--- src/rtl/i2c_slave_regs_if.sv ---
// Pin and local-port bundle for the I2C register responder.
// The slave side is the responder; the master side is the board/pin environment.
`timescale 1ns/1ps
interface i2c_slave_regs_if #(
   parameter int IDX_W = 4
) ();
   logic             iSCL;
   logic             iSDA;
   logic             oSDAOE;
   logic [IDX_W-1:0] reg_rd_idx;
   logic [7:0]       reg_rd_data;
   logic             wr_stb;
   logic [IDX_W-1:0] wr_idx;
   logic [7:0]       wr_data;
   logic             busy;

   modport slave (
      input  iSCL, iSDA, reg_rd_idx,
      output oSDAOE, reg_rd_data, wr_stb, wr_idx, wr_data, busy
   );

   modport master (
      output iSCL, iSDA, reg_rd_idx,
      input  oSDAOE, reg_rd_data, wr_stb, wr_idx, wr_data, busy
   );
endinterface

--- src/rtl/i2c_slave_regs.sv ---
// I2C responder exposing a byte register file; pin edge to action is 3 SYSTEM_CLK cycles.
// No backpressure: the block never stretches SCL, wr_stb is a fire-and-forget pulse.
`timescale 1ns/1ps
module i2c_slave_regs #(
   parameter logic [6:0] SLAVE_ADDR = 7'h50,
   parameter int         NUM_REGS   = 16,
   parameter int         IDX_W      = 4
) (
   input logic             SYSTEM_CLK,
   input logic             RESETn,
   i2c_slave_regs_if.slave bus
);

   typedef enum logic [3:0] {
      IDLE, ADDR, ADDR_ACK, OFFS, OFFS_ACK, WDATA, WDATA_ACK, RDATA, RDATA_ACK
   } state_t;

   logic [1:0]       scl_sync, sda_sync;
   logic             scl_q, sda_q;
   logic             scl_s, sda_s;
   logic             scl_rise, scl_fall, start_det, stop_det;
   logic [7:0]       nxt_byte;

   state_t           state;
   logic [2:0]       bit_cnt;
   logic [6:0]       shreg;
   logic             rw;
   logic [IDX_W-1:0] ptr;
   logic             sda_oe;
   logic             busy_r;
   logic             wr_stb_r;
   logic [IDX_W-1:0] wr_idx_r;
   logic [7:0]       wr_data_r;
   logic [7:0]       rd_data_r;
   logic [7:0]       regs [NUM_REGS];

   // Synchronizers idle high so a reset release on an idle bus shows no edges.
   always_ff @(posedge SYSTEM_CLK or negedge RESETn) begin
      if (!RESETn) begin
         scl_sync <= 2'b11;
         sda_sync <= 2'b11;
         scl_q    <= 1'b1;
         sda_q    <= 1'b1;
      end else begin
         scl_sync <= {scl_sync[0], bus.iSCL};
         sda_sync <= {sda_sync[0], bus.iSDA};
         scl_q    <= scl_sync[1];
         sda_q    <= sda_sync[1];
      end
   end

   assign scl_s     = scl_sync[1];
   assign sda_s     = sda_sync[1];
   assign scl_rise  = scl_s & ~scl_q;
   assign scl_fall  = ~scl_s & scl_q;
   assign start_det = scl_s & scl_q & ~sda_s & sda_q;
   assign stop_det  = scl_s & scl_q & sda_s & ~sda_q;
   assign nxt_byte  = {shreg, sda_s};

   always_ff @(posedge SYSTEM_CLK or negedge RESETn) begin
      if (!RESETn) begin
         state     <= IDLE;
         bit_cnt   <= 3'd0;
         shreg     <= 7'd0;
         rw        <= 1'b0;
         ptr       <= '0;
         sda_oe    <= 1'b0;
         busy_r    <= 1'b0;
         wr_stb_r  <= 1'b0;
         wr_idx_r  <= '0;
         wr_data_r <= 8'd0;
         rd_data_r <= 8'd0;
         regs      <= '{default: 8'h00};
      end else begin
         wr_stb_r  <= 1'b0;
         rd_data_r <= regs[bus.reg_rd_idx];
         if (start_det) begin
            sda_oe  <= 1'b0;
            bit_cnt <= 3'd0;
            state   <= ADDR;
         end else if (stop_det) begin
            sda_oe  <= 1'b0;
            busy_r  <= 1'b0;
            state   <= IDLE;
         end else begin
            case (state)
               ADDR: if (scl_rise) begin
                  shreg   <= nxt_byte[6:0];
                  bit_cnt <= bit_cnt + 3'd1;
                  if (bit_cnt == 3'd7) begin
                     if (nxt_byte[7:1] == SLAVE_ADDR) begin
                        rw     <= nxt_byte[0];
                        busy_r <= 1'b1;
                        state  <= ADDR_ACK;
                     end else begin
                        busy_r <= 1'b0;
                        state  <= IDLE;
                     end
                  end
               end
               // sda_oe doubles as the ACK phase flag: low on entry, high while acking.
               ADDR_ACK: if (scl_fall) begin
                  if (!sda_oe) begin
                     sda_oe <= 1'b1;
                  end else begin
                     bit_cnt <= 3'd0;
                     if (rw) begin
                        shreg  <= regs[ptr][6:0];
                        sda_oe <= ~regs[ptr][7];
                        state  <= RDATA;
                     end else begin
                        sda_oe <= 1'b0;
                        state  <= OFFS;
                     end
                  end
               end
               OFFS: if (scl_rise) begin
                  shreg   <= nxt_byte[6:0];
                  bit_cnt <= bit_cnt + 3'd1;
                  if (bit_cnt == 3'd7) begin
                     ptr   <= nxt_byte[IDX_W-1:0];
                     state <= OFFS_ACK;
                  end
               end
               OFFS_ACK, WDATA_ACK: if (scl_fall) begin
                  if (!sda_oe) begin
                     sda_oe <= 1'b1;
                  end else begin
                     sda_oe  <= 1'b0;
                     bit_cnt <= 3'd0;
                     state   <= WDATA;
                  end
               end
               WDATA: if (scl_rise) begin
                  shreg   <= nxt_byte[6:0];
                  bit_cnt <= bit_cnt + 3'd1;
                  if (bit_cnt == 3'd7) begin
                     regs[ptr] <= nxt_byte;
                     wr_stb_r  <= 1'b1;
                     wr_idx_r  <= ptr;
                     wr_data_r <= nxt_byte;
                     ptr       <= ptr + IDX_W'(1);
                     state     <= WDATA_ACK;
                  end
               end
               RDATA: if (scl_fall) begin
                  if (bit_cnt == 3'd7) begin
                     sda_oe <= 1'b0;
                     ptr    <= ptr + IDX_W'(1);
                     state  <= RDATA_ACK;
                  end else begin
                     sda_oe  <= ~shreg[6];
                     shreg   <= {shreg[5:0], 1'b1};
                     bit_cnt <= bit_cnt + 3'd1;
                  end
               end
               // A fall here can only follow a master ACK; NACK has already left.
               RDATA_ACK: begin
                  if (scl_rise && sda_s) begin
                     state <= IDLE;
                  end else if (scl_fall) begin
                     shreg   <= regs[ptr][6:0];
                     sda_oe  <= ~regs[ptr][7];
                     bit_cnt <= 3'd0;
                     state   <= RDATA;
                  end
               end
               default: sda_oe <= 1'b0;
            endcase
         end
      end
   end

   assign bus.oSDAOE      = sda_oe;
   assign bus.busy        = busy_r;
   assign bus.wr_stb      = wr_stb_r;
   assign bus.wr_idx      = wr_idx_r;
   assign bus.wr_data     = wr_data_r;
   assign bus.reg_rd_data = rd_data_r;

endmodule
--- src/flat_wrapper.sv ---
// flat-port wrapper written by rule: the top's interface ports become plain ports
module i2c_slave_regs_flat 
#(
   parameter logic [6:0] SLAVE_ADDR = 7'h50,
   parameter int         NUM_REGS   = 16,
   parameter int         IDX_W      = 4
)
  (SYSTEM_CLK, RESETn, bus_iSCL, bus_iSDA, bus_reg_rd_idx, bus_oSDAOE, bus_reg_rd_data, bus_wr_stb, bus_wr_idx, bus_wr_data, bus_busy);
  i2c_slave_regs_if #(.IDX_W(IDX_W)) bus_i ();
  input logic SYSTEM_CLK;
  input logic RESETn;
  input wire logic [$bits(bus_i.iSCL)-1:0] bus_iSCL;
  input wire logic [$bits(bus_i.iSDA)-1:0] bus_iSDA;
  input wire logic [$bits(bus_i.reg_rd_idx)-1:0] bus_reg_rd_idx;
  output wire logic [$bits(bus_i.oSDAOE)-1:0] bus_oSDAOE;
  output wire logic [$bits(bus_i.reg_rd_data)-1:0] bus_reg_rd_data;
  output wire logic [$bits(bus_i.wr_stb)-1:0] bus_wr_stb;
  output wire logic [$bits(bus_i.wr_idx)-1:0] bus_wr_idx;
  output wire logic [$bits(bus_i.wr_data)-1:0] bus_wr_data;
  output wire logic [$bits(bus_i.busy)-1:0] bus_busy;
  assign bus_i.iSCL = bus_iSCL;
  assign bus_i.iSDA = bus_iSDA;
  assign bus_i.reg_rd_idx = bus_reg_rd_idx;
  assign bus_oSDAOE = bus_i.oSDAOE;
  assign bus_reg_rd_data = bus_i.reg_rd_data;
  assign bus_wr_stb = bus_i.wr_stb;
  assign bus_wr_idx = bus_i.wr_idx;
  assign bus_wr_data = bus_i.wr_data;
  assign bus_busy = bus_i.busy;
  i2c_slave_regs #(.SLAVE_ADDR(SLAVE_ADDR), .NUM_REGS(NUM_REGS), .IDX_W(IDX_W)) u_core (.SYSTEM_CLK(SYSTEM_CLK), .RESETn(RESETn), .bus(bus_i));
endmodule
--- config.mk ---
export PLATFORM = sky130hd
export DESIGN_NAME = i2c_slave_regs_flat
export DESIGN_NICKNAME = d
export VERILOG_FILES = /design/src/rtl/i2c_slave_regs_if.sv /design/src/rtl/i2c_slave_regs.sv /design/src/flat_wrapper.sv
export SDC_FILE = /design/constraint.sdc
export NUM_CORES = 1
export LEC_CHECK = 0
export BUFFER_PORTS_ARGS = -buffer_cell sky130_fd_sc_hd__buf_2
export CAP_MARGIN = 20
export CORE_ASPECT_RATIO = 0.7
export CORE_UTILIZATION = 67
export DETAILED_ROUTE_END_ITERATION = 10
export PLACE_DENSITY = 0.82
export SYNTH_ARGS = -nofsm -noshare
export SYNTH_HDL_FRONTEND = slang
export SYNTH_SLANG_ARGS = --single-unit
--- constraint.sdc ---
create_clock -name SYSTEM_CLK -period 5.5 [get_ports SYSTEM_CLK]
set_input_delay 0.275 -clock SYSTEM_CLK [delete_from_list [all_inputs] [get_ports SYSTEM_CLK]]
set_output_delay 0.275 -clock SYSTEM_CLK [all_outputs]
set_load 0.03 [all_outputs]
# After elaboration in Yosys (flattened, before gate mapping)
# Index checks and enable logic that the tools add are counted.
# classes
n_lt_le_gt_ge	3
n_reduce_logical	20
addsub	2
muxes	75
bitwise	17
n_eq_ne	45
# ops
cell	n
128-bit bitwise mux	1
4-bit 2-to-1 mux	21
8-bit binary-select mux with 4-bit select	2
7-bit 2-to-1 mux	8
4-bit by 1-bit != test with 1-bit output (second input constant)	13
8-bit 2-to-1 mux	5
8-bit demux with 4-bit select	1
3-bit 2-to-1 mux	10
4-bit case mux with 7 select lines	1
7-bit case mux with 4 select lines	1
1-bit 2-to-1 mux	21
2-bit by 1-bit != test with 1-bit output (second input constant)	10
3-bit by 1-bit != test with 1-bit output (second input constant)	6
4-bit by 3-bit equality test with 1-bit output (second input constant)	4
14-bit AND reduction	1
3-bit case mux with 4 select lines	1
4-bit case mux with 3 select lines	1
6-bit AND reduction	2
11-bit AND reduction	1
5-bit >= comparator (second input constant)	2
4-bit NOT with 5-bit output	2
9-bit AND reduction	1
9-bit nonzero test	1
4-bit by 2-bit equality test with 1-bit output (second input constant)	2
other kinds (25)	44
# word_totals
in_bits	8
wordCells	193
out_inout_bits	23
ff_bits	176

# Logic depth before layout (Yosys ltp)
# depth
depth_word	11
depth_mapped	8
ltp_nobuf	6

# Worst setup path after synthesis
# Ideal clock, no wire load.
# synth_path
path_kind	reg2reg
from	register u_core.ptr[0]
to	register u_core.regs[24] (netlist name)
required_ns	5.375
n_path_buf	3
t_arrival_ns	2.078
setup_ns	0.125
synth_period_minus_slack_ns	2.203
stages_incl_launch_ff	9
slack_ns	3.297
path_cell_list	dfrtp_1 -> buf_2 -> buf_4 -> buf_2 -> inv_1 -> ha_1 -> nand2_4 -> nor3_4 -> mux2_2
# synth_between
elab_chain_cells	6
word_cells_on_any_way	7
classes_between	2 x order compare; 3 x mux; 1 x bitwise; 1 x reduce/logical
# synth_rtl
element	line_no	text
from (decl)	i2c_slave_regs.sv:28	logic [IDX_W-1:0] ptr;
from (signal assigned)	i2c_slave_regs.sv:121	ptr <= nxt_byte[IDX_W-1:0];
from (signal assigned)	i2c_slave_regs.sv:142	ptr <= ptr + IDX_W'(1);
from (signal assigned)	i2c_slave_regs.sv:149	ptr <= ptr + IDX_W'(1);
4-bit NOT with 5-bit output (implied by the code) (*)	i2c_slave_regs.sv:138	regs[ptr] <= nxt_byte;
5-bit >= comparator (implied by the code) or 5-bit by 1-bit less-than comparator with 1-bit output (tied branches)	i2c_slave_regs.sv:138	
1-bit logical AND (implied by the code)	i2c_slave_regs.sv:138	
8-bit 2-to-1 mux (implied by the code)	i2c_slave_regs.sv:138	
8-bit demux with 4-bit select (*)	i2c_slave_regs.sv:138	
128-bit bitwise mux (*)	i2c_slave_regs.sv:138	
to (signal, indexed assignment)	i2c_slave_regs.sv:138	
to (decl)	i2c_slave_regs.sv:35	logic [7:0] regs [NUM_REGS];
# Every way passes the cells marked *; elsewhere a longest branch is shown, timed or not.
# A chain may end at the register's enable or synchronous reset.

# Final worst setup path
# layout_path
from	register u_core.scl_sync[1]
to	register u_core.regs[114] (netlist name)
# layout_between
elab_chain_cells	5
word_cells_on_any_way	9
classes_between	8 x bitwise; 1 x reduce/logical
# layout_rtl
element	line_no	text
from (decl)	i2c_slave_regs.sv:18	logic [1:0] scl_sync, sda_sync;
from (signal assigned)	i2c_slave_regs.sv:45	scl_sync <= {scl_sync[0], bus.iSCL};
1-bit AND	i2c_slave_regs.sv:56, i2c_slave_regs.sv:57	
1-bit AND, on equally long branches (2 in a row)	i2c_slave_regs.sv:56, i2c_slave_regs.sv:57	
1-bit NOT (no line)	--	
5-bit AND reduction (no line) (*)	--	
# Marks and branches as above.

==> flow_summary_export.csv <==
group,metric,value,unit
power_and_ir_drop,intPower,2.10,mW
floorplanning,core-area,13400,um^2
clocking,worstSkewPairLatency,0.44,ns
layout,final_common_cell,"dfrtp_1",
layout,nFillCells,821,
layout,multiInputGateArea,4740,um^2
yosys,syn_avg_cell_area,13.8,um^2
timing,max_freq,340,MHz
place,place_ws,2.65,ns
clocking,cts_tree,"built",
timing,tightest_slew,0.995,ns
timing,slew_headroom,0.337,
clocking,cts.sinks,176,
power_and_ir_drop,p_seq_frac,0.494,
timing,setup_tns,0,ns
power_and_ir_drop,p_total,3.13,mW
yosys,synth_compound_gate_area_share,0.0556,
run_status,status,"finished clean",
floorplanning,die-area,14600,um^2
clocking,post_cts_buffers,0,
setup_path,required,5.82,ns
yosys,yosysUniqueCellTypes,60,
power_and_ir_drop,vdd_drop_max,0.260,mV
clocking,hold_buffers,2,
timing,hold_violations,0,
global_routing,grt_max_degree,118,
timing,setup_violations,0,
floorplanning,initial_core_util,0.702,
timing,final_max_slew_viol_count,0,
route,routedWlPerCell,26.5,um
yosys,ys.flop_type,"dfrtp_1",
power_and_ir_drop,swShare,0.328,
global_routing,first_global_vias,6297,
floorplanning,rows,35,
clocking,cts_made_buffers,17,
route,viasPerCell,7.07,
timing,whs,0.229,ns
min_path,hold_class,"in -> async",
yosys,synthXorXnorAreaFrac,0.000928,
floorplanning,die_h,101,um
clocking,path_clk_slew,0.07,ns
layout,ff_latch_area,4410,um^2
timing,period_share,0.535,
layout,diodes,0,
global_routing,antenna_found_initial,0,
yosys,synth_seq_cells,176,
layout,nets,699,
layout,stdcell_count,883,
setup_path,rr_worst_depth,5,
timing,fin_worst_skew,0.00838,ns
power_and_ir_drop,power_frac_comb,0.130,
yosys,synth_fa_ha_area_frac,0.00796,
setup_path,end_kind,"flip-flop",
route,drt_first_iter_violations,720,
route,vias,6245,
global_routing,overflow,0,
place,dpl.cell_count,846,
route,wl,23400,um
power_and_ir_drop,power.switching,1.03,mW
clocking,ctsResizeCount,0,
clocking,cts.htree.levels,4,
yosys,synth_edf_count,0,
setup_path,cp.arrival,3.26,ns
yosys,netlist_area,9440,um^2
layout,layout-drive-gt1-share,0.428,
place,gp_congestion,0.971,
layout,synthToLayoutAreaGrowth,8.62,%
route,drc,0,
global_routing,grt_pass1_wl,37100,um
setup_path,cp-start-kind,"flip-flop",
clocking,clock_path_buffers,2,
setup_path,reg2reg_slack,2.56,ns
timing,min_period,2.94,ns
layout,final_cell_mix,"169 x dfrtp_1, 142 x mux2_2, 53 x mux4_2, 44 x mux2i_1, 29 x buf_2",
setup_path,crit_fanout,9,
floorplanning,die_w,144,um
yosys,synth_cells,684,
yosys,synth_mux_area_frac,0.353,
place,hpwl,15300,um
global_routing,grt_usage,0.355,
setup_path,worstSetupPathType,"reg -> reg",
yosys,yosys.area_share.simple,0.0850,
yosys,yosysWarnings,0,
route,drt-pass1-iter-count,5,
run,cap_violations,0,
floorplanning,io_pins,31,
yosys,syn_nets,698,
place,port_buffers,30,
route,antenna_left,0,
timing,rsz0062_at_grt,"false",
yosys,async_reset_ff_frac,1.00,
yosys,synth_top_family_by_area,"multiplexers",
yosys,ys_seq_area_frac,0.468,
power_and_ir_drop,p_per_area,305,nW/um^2
power_and_ir_drop,pwr-share-clk,0.376,
clocking,cts.root.buffer_cell,"clkbuf_16",
timing,fin_ws,2.56,ns
power_and_ir_drop,p_leak,4.88,nW
## cells in the mapped netlist, types with 6 or more instances
cell,n,share of area
dfstp_2,6,0.017
nand2_1,19,0.0076
mux2i_1,44,0.047
clkbuf_1,26,0.010
mux2_2,142,0.17
ha_1,6,0.0080
dfrtp_1,170,0.45
nor2_1,15,0.0060
a22oi_1,16,0.013
nand3_1,10,0.0053
inv_1,6,0.0024
buf_1,9,0.0036
buf_2,17,0.0090
nor3_1,7,0.0037
mux4_2,53,0.13
a21oi_1,23,0.012
mux2_1,9,0.011
o21ai_0,8,0.0042
nor2_8,8,0.017
nor2b_1,6,0.0040
nand2b_1,8,0.0053
## through the flow
| step | utilization | area, um^2 |
|---|---|---|
| floorplan | - | 9440 |
| global placement | 0.714 | 9600 |
| detailed placement | 0.714 | 9600 |
| CTS | 0.758 | 10200 |
| global route | 0.762 | 10200 |
| finish | 0.762 | 10200 |
## final timing paths
path / to / from
worst max-delay path: u_core.regs[114] / u_core.scl_sync[1]
worst min-delay path: u_core.regs[87] / RESETn
worst max register to register: u_core.regs[114] / u_core.scl_sync[1]
worst min register to register: u_core.scl_sync[1] / u_core.scl_sync[0]
max in group asynchronous: u_core.regs[83] / RESETn
min in group SYSTEM_CLK: u_core.bus.reg_rd_data[6] / bus_reg_rd_idx[3]
## worst max-delay path, stage by stage (launching register included)
cell	delay, ns
dfstp_2	0.60
nor2b_1	0.61
nand3_4	0.28
or3_1	0.67
nor2_8	0.30
mux2_2	0.37
## power groups by stage
stage	combinational [mW]	sequential, mW	clock (mW)
after global routing	0.444	1.56	1.24
after global placement	0.371	1.54	0
after detailed placement	0.390	1.55	0
after CTS	0.394	1.53	1.18
final	0.408	1.54	1.18
after floorplan	0.415	1.39	0
## state kept, by name, indices dropped and copies added (netlist names)
name and flops:
u_core.bus.oSDAOE 1, u_core.scl_q 1, u_core.rw 1, u_core.regs 128, u_core.bus.busy 1, u_core.scl_sync 2
u_core.ptr 4, u_core.sda_q 1, u_core.sda_sync 2, u_core.bus.wr_stb 1, u_core.bus.reg_rd_data 8, u_core.bit_cnt 3
u_core.bus.wr_data 8, u_core.bus.wr_idx 4, u_core.shreg 7, u_core.state 4
## layer usage
layer	part of all wire	GRT usage
met5	0	0
met4	0.024	0.118
met3	0.11	0.117
met2	0.44	0.502
met1	0.43	0.519
## area by class of cell
cell class,count,share of cell area
clock inverter,15,0.0138
tap,185,0.0226
multi-input combinational,445,0.463
clock buffer,17,0.0415
timing repair buffer,39,0.0265
sequential,176,0.431
inverter,6,0.00220
## kinds of logic after synthesis
group	after synthesis
AND/OR/NAND/NOR	112
buffers and inverters	63
AO/OA/AOI/OAI	78
flip-flops	176
adder cells (fa/ha/maj)	6
multiplexers	248
XOR/XNOR	1
Note: power is estimated with default switching activity, not from simulation.
